--- src/rtl/krake_port_rx.sv ---
// Wishbone-slave 8N1 UART receiver: two-flop synchroniser, mid-bit sampling FSM,
// single-byte data register with valid/overrun/framing/busy status and level IRQ.
module krake_port_rx #(
    parameter int unsigned CLKS_PER_BIT = 434,
    parameter int unsigned RX_CH        = 1,
    parameter logic [4:0]  ADR_STATUS   = 5'd0,
    parameter logic [4:0]  ADR_DATA     = 5'd1
) (
    input  logic       clk_i,
    input  logic       rst_i,
    input  logic       stb_i,
    input  logic       we_i,
    input  logic [4:0] adr_i,
    input  logic [7:0] dat_i,
    output logic [7:0] dat_o,
    output logic       ack_o,
    input  logic [5:0] ch_in,
    output logic [5:0] ch_out,
    output logic [5:0] ch_oe,
    output logic       irq_o
);

    localparam logic [15:0] HalfCmp = 16'(CLKS_PER_BIT / 2 - 1);
    localparam logic [15:0] FullCmp = 16'(CLKS_PER_BIT - 1);

    typedef enum logic [2:0] {
        StIdle,
        StStart,
        StData,
        StStop,
        StBrk
    } state_e;

    state_e      state_q, state_d;
    logic        sync1_q, sync2_q;
    logic [15:0] cnt_q, cnt_d;
    logic [2:0]  idx_q, idx_d;
    logic [7:0]  shift_q, shift_d;
    logic [7:0]  data_q, data_d;
    logic        valid_q, valid_d;
    logic        ovr_q, ovr_d;
    logic        ferr_q, ferr_d;
    logic        ack_q, ack_d;
    logic [7:0]  dat_o_q, dat_o_d;

    logic        line;
    logic        half_hit;
    logic        full_hit;
    logic        frame_good;
    logic        frame_bad;
    logic        busy;
    logic        rd_stb;
    logic        wr_stb;
    logic        data_rd;
    logic        status_wr;
    logic [7:0]  status_val;
    logic [7:0]  rdata;
    logic        unused_pins;

    assign line     = sync2_q;
    assign half_hit = (cnt_q == HalfCmp);
    assign full_hit = (cnt_q == FullCmp);
    assign busy     = (state_q != StIdle);

    // Sync flops reset high so a reset never looks like a start bit.
    always_ff @(posedge clk_i or negedge rst_i) begin
        if (!rst_i) begin
            sync1_q <= 1'b1;
            sync2_q <= 1'b1;
        end else begin
            sync1_q <= ch_in[RX_CH];
            sync2_q <= sync1_q;
        end
    end

    always_ff @(posedge clk_i or negedge rst_i) begin
        if (!rst_i) begin
            state_q <= StIdle;
        end else begin
            state_q <= state_d;
        end
    end

    always_comb begin
        state_d = state_q;
        unique case (state_q)
            StIdle: begin
                if (!line) state_d = StStart;
            end
            StStart: begin
                if (half_hit) state_d = line ? StIdle : StData;
            end
            StData: begin
                if (full_hit && (idx_q == 3'd7)) state_d = StStop;
            end
            StStop: begin
                if (full_hit) state_d = line ? StIdle : StBrk;
            end
            StBrk: begin
                if (line) state_d = StIdle;
            end
            default: state_d = StIdle;
        endcase
    end

    always_comb begin
        cnt_d      = cnt_q;
        idx_d      = idx_q;
        shift_d    = shift_q;
        frame_good = 1'b0;
        frame_bad  = 1'b0;
        unique case (state_q)
            StIdle: begin
                cnt_d = 16'd0;
            end
            StStart: begin
                if (half_hit) begin
                    cnt_d = 16'd0;
                    idx_d = 3'd0;
                end else begin
                    cnt_d = cnt_q + 16'd1;
                end
            end
            StData: begin
                if (full_hit) begin
                    shift_d[idx_q] = line;
                    cnt_d          = 16'd0;
                    idx_d          = idx_q + 3'd1;
                end else begin
                    cnt_d = cnt_q + 16'd1;
                end
            end
            StStop: begin
                if (full_hit) begin
                    cnt_d      = 16'd0;
                    frame_good = line;
                    frame_bad  = !line;
                end else begin
                    cnt_d = cnt_q + 16'd1;
                end
            end
            StBrk: begin
                cnt_d = 16'd0;
            end
            default: cnt_d = 16'd0;
        endcase
    end

    always_ff @(posedge clk_i or negedge rst_i) begin
        if (!rst_i) begin
            cnt_q   <= 16'd0;
            idx_q   <= 3'd0;
            shift_q <= 8'd0;
        end else begin
            cnt_q   <= cnt_d;
            idx_q   <= idx_d;
            shift_q <= shift_d;
        end
    end

    assign rd_stb     = stb_i && !we_i;
    assign wr_stb     = stb_i && we_i;
    assign data_rd    = rd_stb && (adr_i == ADR_DATA);
    assign status_wr  = wr_stb && (adr_i == ADR_STATUS);
    assign status_val = {4'b0000, busy, ferr_q, ovr_q, valid_q};

    always_comb begin
        rdata = 8'h00;
        if (adr_i == ADR_STATUS) begin
            rdata = status_val;
        end else if (adr_i == ADR_DATA) begin
            rdata = data_q;
        end
    end

    assign ack_d   = stb_i;
    assign dat_o_d = rd_stb ? rdata : dat_o_q;

    // Flag sets are applied last so they win over a same-cycle clear.
    always_comb begin
        data_d  = data_q;
        valid_d = valid_q;
        ovr_d   = ovr_q;
        ferr_d  = ferr_q;
        if (status_wr) begin
            if (dat_i[2]) ferr_d = 1'b0;
            if (dat_i[1]) ovr_d = 1'b0;
        end
        if (data_rd) valid_d = 1'b0;
        if (frame_good) begin
            if (!valid_q || data_rd) begin
                data_d  = shift_q;
                valid_d = 1'b1;
            end else begin
                ovr_d = 1'b1;
            end
        end
        if (frame_bad) ferr_d = 1'b1;
    end

    always_ff @(posedge clk_i or negedge rst_i) begin
        if (!rst_i) begin
            data_q  <= 8'h00;
            valid_q <= 1'b0;
            ovr_q   <= 1'b0;
            ferr_q  <= 1'b0;
            ack_q   <= 1'b0;
            dat_o_q <= 8'h00;
        end else begin
            data_q  <= data_d;
            valid_q <= valid_d;
            ovr_q   <= ovr_d;
            ferr_q  <= ferr_d;
            ack_q   <= ack_d;
            dat_o_q <= dat_o_d;
        end
    end

    assign dat_o  = dat_o_q;
    assign ack_o  = ack_q;
    assign irq_o  = valid_q || ferr_q || ovr_q;
    assign ch_out = 6'h00;
    assign ch_oe  = 6'h00;

    assign unused_pins = ^{dat_i[7:3], dat_i[0], ch_in};

endmodule

--- config.mk ---
export PLATFORM = sky130hd
export DESIGN_NAME = krake_port_rx
export DESIGN_NICKNAME = d
export VERILOG_FILES = /design/src/rtl/krake_port_rx.sv
export SDC_FILE = /design/constraint.sdc
export NUM_CORES = 1
export LEC_CHECK = 0
export ABC_AREA = 1
export CAP_MARGIN = 10
export CORE_UTILIZATION = 31
export DETAILED_ROUTE_END_ITERATION = 6
export GPL_ROUTABILITY_DRIVEN = 1
export GPL_TIMING_DRIVEN = 0
export PLACE_DENSITY_LB_ADDON = 0.08
export RECOVER_POWER = 100
export SETUP_SLACK_MARGIN = 0.1
export SKIP_LAST_GASP = 1
export SLEW_MARGIN = 5
export SYNTH_ARGS = -nofsm -noshare
export SYNTH_HDL_FRONTEND = slang
export SYNTH_SLANG_ARGS = --single-unit
--- constraint.sdc ---
create_clock -name clk_i -period 1.6 [get_ports clk_i]
set_clock_uncertainty 0.05 [all_clocks]
set_input_delay 0.32 -clock clk_i [delete_from_list [all_inputs] [get_ports clk_i]]
set_output_delay 0.32 -clock clk_i [all_outputs]
set_load 0.05 [all_outputs]
==> results.tsv <==
metric	value	unit
grt_setup_unrepaired	true	
via_count	2380	
yosysUniqueCellTypes	32	
routabilityCongestion	0.870	
via_per_inst	4.51	
fin_crit_sh	96.6	%
drc	0	
fillers	904	
antenna_found_initial	0	
ys_ff_latch	52	
max_freq	0.647	GHz
clockBufferDepth	2	
cp_num_buf_inv	2	
place_hpwl	4400	µm
r2r-start	cnt_q[0]	
start_kind	register	
cp_slowest_stage_delay	470	ps
syn_area_per_cell	7.94	µm²
yosys-top-cells-area	dfrtp_1 (44%), nand2_1 (12%), inv_1 (5.3%)	
num_rows	34	
grt_max_degree	28	
dpl-instance-area	0.00323	mm²
dieWidth	97.5	µm
cts_sinks	52	
start_util	32.2	%
grt.total_usage	14.1	%
wire_per_inst	12.0	µm
numPortBuffers	21	
worst_pin_slew	726	ps
yosys_warnings	0	
ys_seq_area_share	46.1	%
max_cap_viol_count	0	
cellLeakagePower	1.76	nW
reg2reg_to	data_q[3]	
grt_overflow	0	
grt_pass1_wl	10900	µm
cts_buffers	5	
endpoint_kind	register	
maxSlewHeadroom	51.6	%
dpl.cell_count	497	
p_total	2.43	mW
crit_family	simple AND/OR/NAND/NOR gates	
first_global_vias	2229	
maxSlewViolCount	0	
synth_top_area_share	44.3	%
root_buffer	clkbuf_8	
ff2ff_setup_slack	50	ps
crit_chain	ha_4 -> nand3_2 -> nor2_4 -> nand3_4 -> nor2_8 -> buf_12 -> buf_8 -> o21ai_1	
ir_drop	0.295	mV
critPathKind	reg2reg	
die_h	97.5	µm
synth_area	0.00283	mm²
status	complete, no violations	
dr.pass1.iters	4	
min_period	1550	ps
drive_gt1_share	31.7	%
hold_path_class	reg2reg	
p_per_area	641	mW/mm²
cts_tree	built	
syn_inst	356	
setup_viol	0	
crit_fanout	5	
clkSlewWorstSetupHoldPaths	110	ps
min_path_cells	0	
io_pins	45	
required	1760	ps
hold_viol_final	0	
worstPathArrival	1710	ps
drt_wl_total	6320	µm
area.growth.synth_to_final	34.0	%
hold_start	sync1_q	
drt-initial-drc-count	79	
nets	447	
cts_max_level	2	
yosysTopAreaCell	dfrtp_1	
final_cells	528	
num_antenna_cells	0	
hold_end	line	
die_area	0.00950	mm²
critPathSlowestCell	dfrtp_2	
design_area	0.00378	mm²
postRouteAntennaNets	0	
core	0.00876	mm²
insertion_delay	310	ps
reg2reg_depth	8	
## registers in the layout (all words and copies together), names as in the netlist
register  cells
ack_o         1
shift_q       8
line          1
data_q        8
valid_q       1
sync1_q       1
ferr_q        1
idx_q         3
cnt_q        16
state_q       3
dat_o         8
ovr_q         1
## how the worst max path moves through the flow
| stage | slack, ps | cells after the start | startpoint | end |
|---|---|---|---|---|
| 2_1_floorplan | 110 | 8 | cnt_q[1] | cnt_q[11] |
| 3_3_place_gp | -1580 | 1 | rst_i | idx_q[0] |
| 3_5_place_dp | -370 | 9 | stb_i | data_q[4] |
| 4_1_cts | 20 | 9 | cnt_q[8] | data_q[2] |
| 5_1_grt | -20 | 8 | cnt_q[10] | data_q[7] |
| 6_report | 50 | 8 | cnt_q[0] | data_q[3] |
## cell usage in the layout (no fill, tap or decap), types with 2 or more instances in the layout
cell,n
nand3_2,6
nor2_4,11
ha_4,3
xor2_1,6
nor2_1,24
nand3_4,2
clkbuf_8,5
buf_8,2
clkdlybuf4s50_1,9
buf_4,28
buf_12,3
buf_6,6
o21ai_2,8
o211ai_1,4
o21ai_1,2
nor2_2,9
nand2_2,13
clkbuf_1,3
o21ai_0,13
clkdlybuf4s15_2,6
inv_2,6
dfrtp_1,41
nor3_1,6
inv_1,37
nand4_1,4
dfrtp_2,9
xnor2_1,3
ha_1,2
conb_1,12
a21oi_1,13
dfstp_2,2
nand2_1,81
dlygate4sd3_1,2
o31ai_1,3
nand2_4,5
nand3b_1,3
nand3_1,17
## area by class of cell
cell class / count / area [µm²] / area share, %
clock buffer: 5 / 68.8 / 1.82
timing repair buffer: 45 / 424 / 11.2
inverter: 45 / 173 / 4.56
sequential: 52 / 1320 / 34.7
buffer: 17 / 150 / 3.97
clock inverter: 3 / 27.5 / 0.727
multi-input combinational: 253 / 1490 / 39.4
tap: 108 / 135 / 3.57
## repair_timing
action                                  4_1_cts  5_1_grt
gates cloned                                  2        0
hold endpoints to repair                     23        0
gates resized for setup                      83       39
buffers inserted                             13        8
endpoints found under the setup margin       47       44
hold buffers                                  1        0
pin swaps                                     7       18
## synthesized netlist by cell type
cell,count
nand2_2,6
a21boi_0,1
nor2_1,36
buf_2,1
xnor2_1,3
a21oi_1,13
o211ai_1,4
nor2_4,3
nand3_4,1
clkbuf_1,1
nand3b_1,3
o31ai_1,3
nand4_1,4
nor2_8,1
inv_2,4
nand2_1,93
xor2_1,6
clkinv_2,1
buf_4,14
nor2_2,5
dfstp_2,2
dfrtp_1,50
nand3_1,24
o21bai_1,1
o21ai_1,1
o21ai_2,2
inv_1,40
o21ai_0,20
conb_1,1
nor3_1,6
ha_1,5
buf_8,1
## where the power goes
group / internal (mW) / switching, mW / total (mW)
logic: 0.0829 / 0.175 / 0.258
clock network: 0.323 / 0.496 / 0.818
registers: 1.34 / 0.0119 / 1.35
## layer usage
| layer | up-vias | wire length, µm | GRT usage (%) |
|---|---|---|---|
| li1 | 1231 | - | - |
| met1 | 1096 | 3180 | 20.3 |
| met2 | 42 | 2860 | 21.9 |
| met3 | 11 | 198 | 2.30 |
| met4 | 0 | 82 | 3.96 |
| met5 | - | 0 | 0 |
## kinds of logic after synthesis
group                    share of synthesized area [%]
other                                            0.133
AND/OR/NAND/NOR                                   29.1
flip-flops                                        46.1
adder cells (fa/ha/maj)                           2.21
XOR/XNOR                                          2.79
AO/OA/AOI/OAI                                     9.03
buffers and inverters                             10.6
## per-stage QoR
step | hold slack (ps) | setup slack [ps] | TNS, ps | util, %
final | 311 | 54.4 | 0 | 43.2
after global placement | 296 | -1580 | -86510 | 36.7
after detailed placement | 297 | -365 | -6230 | 36.9
after global routing | 323 | -16.0 | -104 | 43.2
after floorplan | -25.6 | 114 | 0 | -
after CTS | 314 | 22.4 | 0 | 41.6
Power figures use the tool's default switching activity.
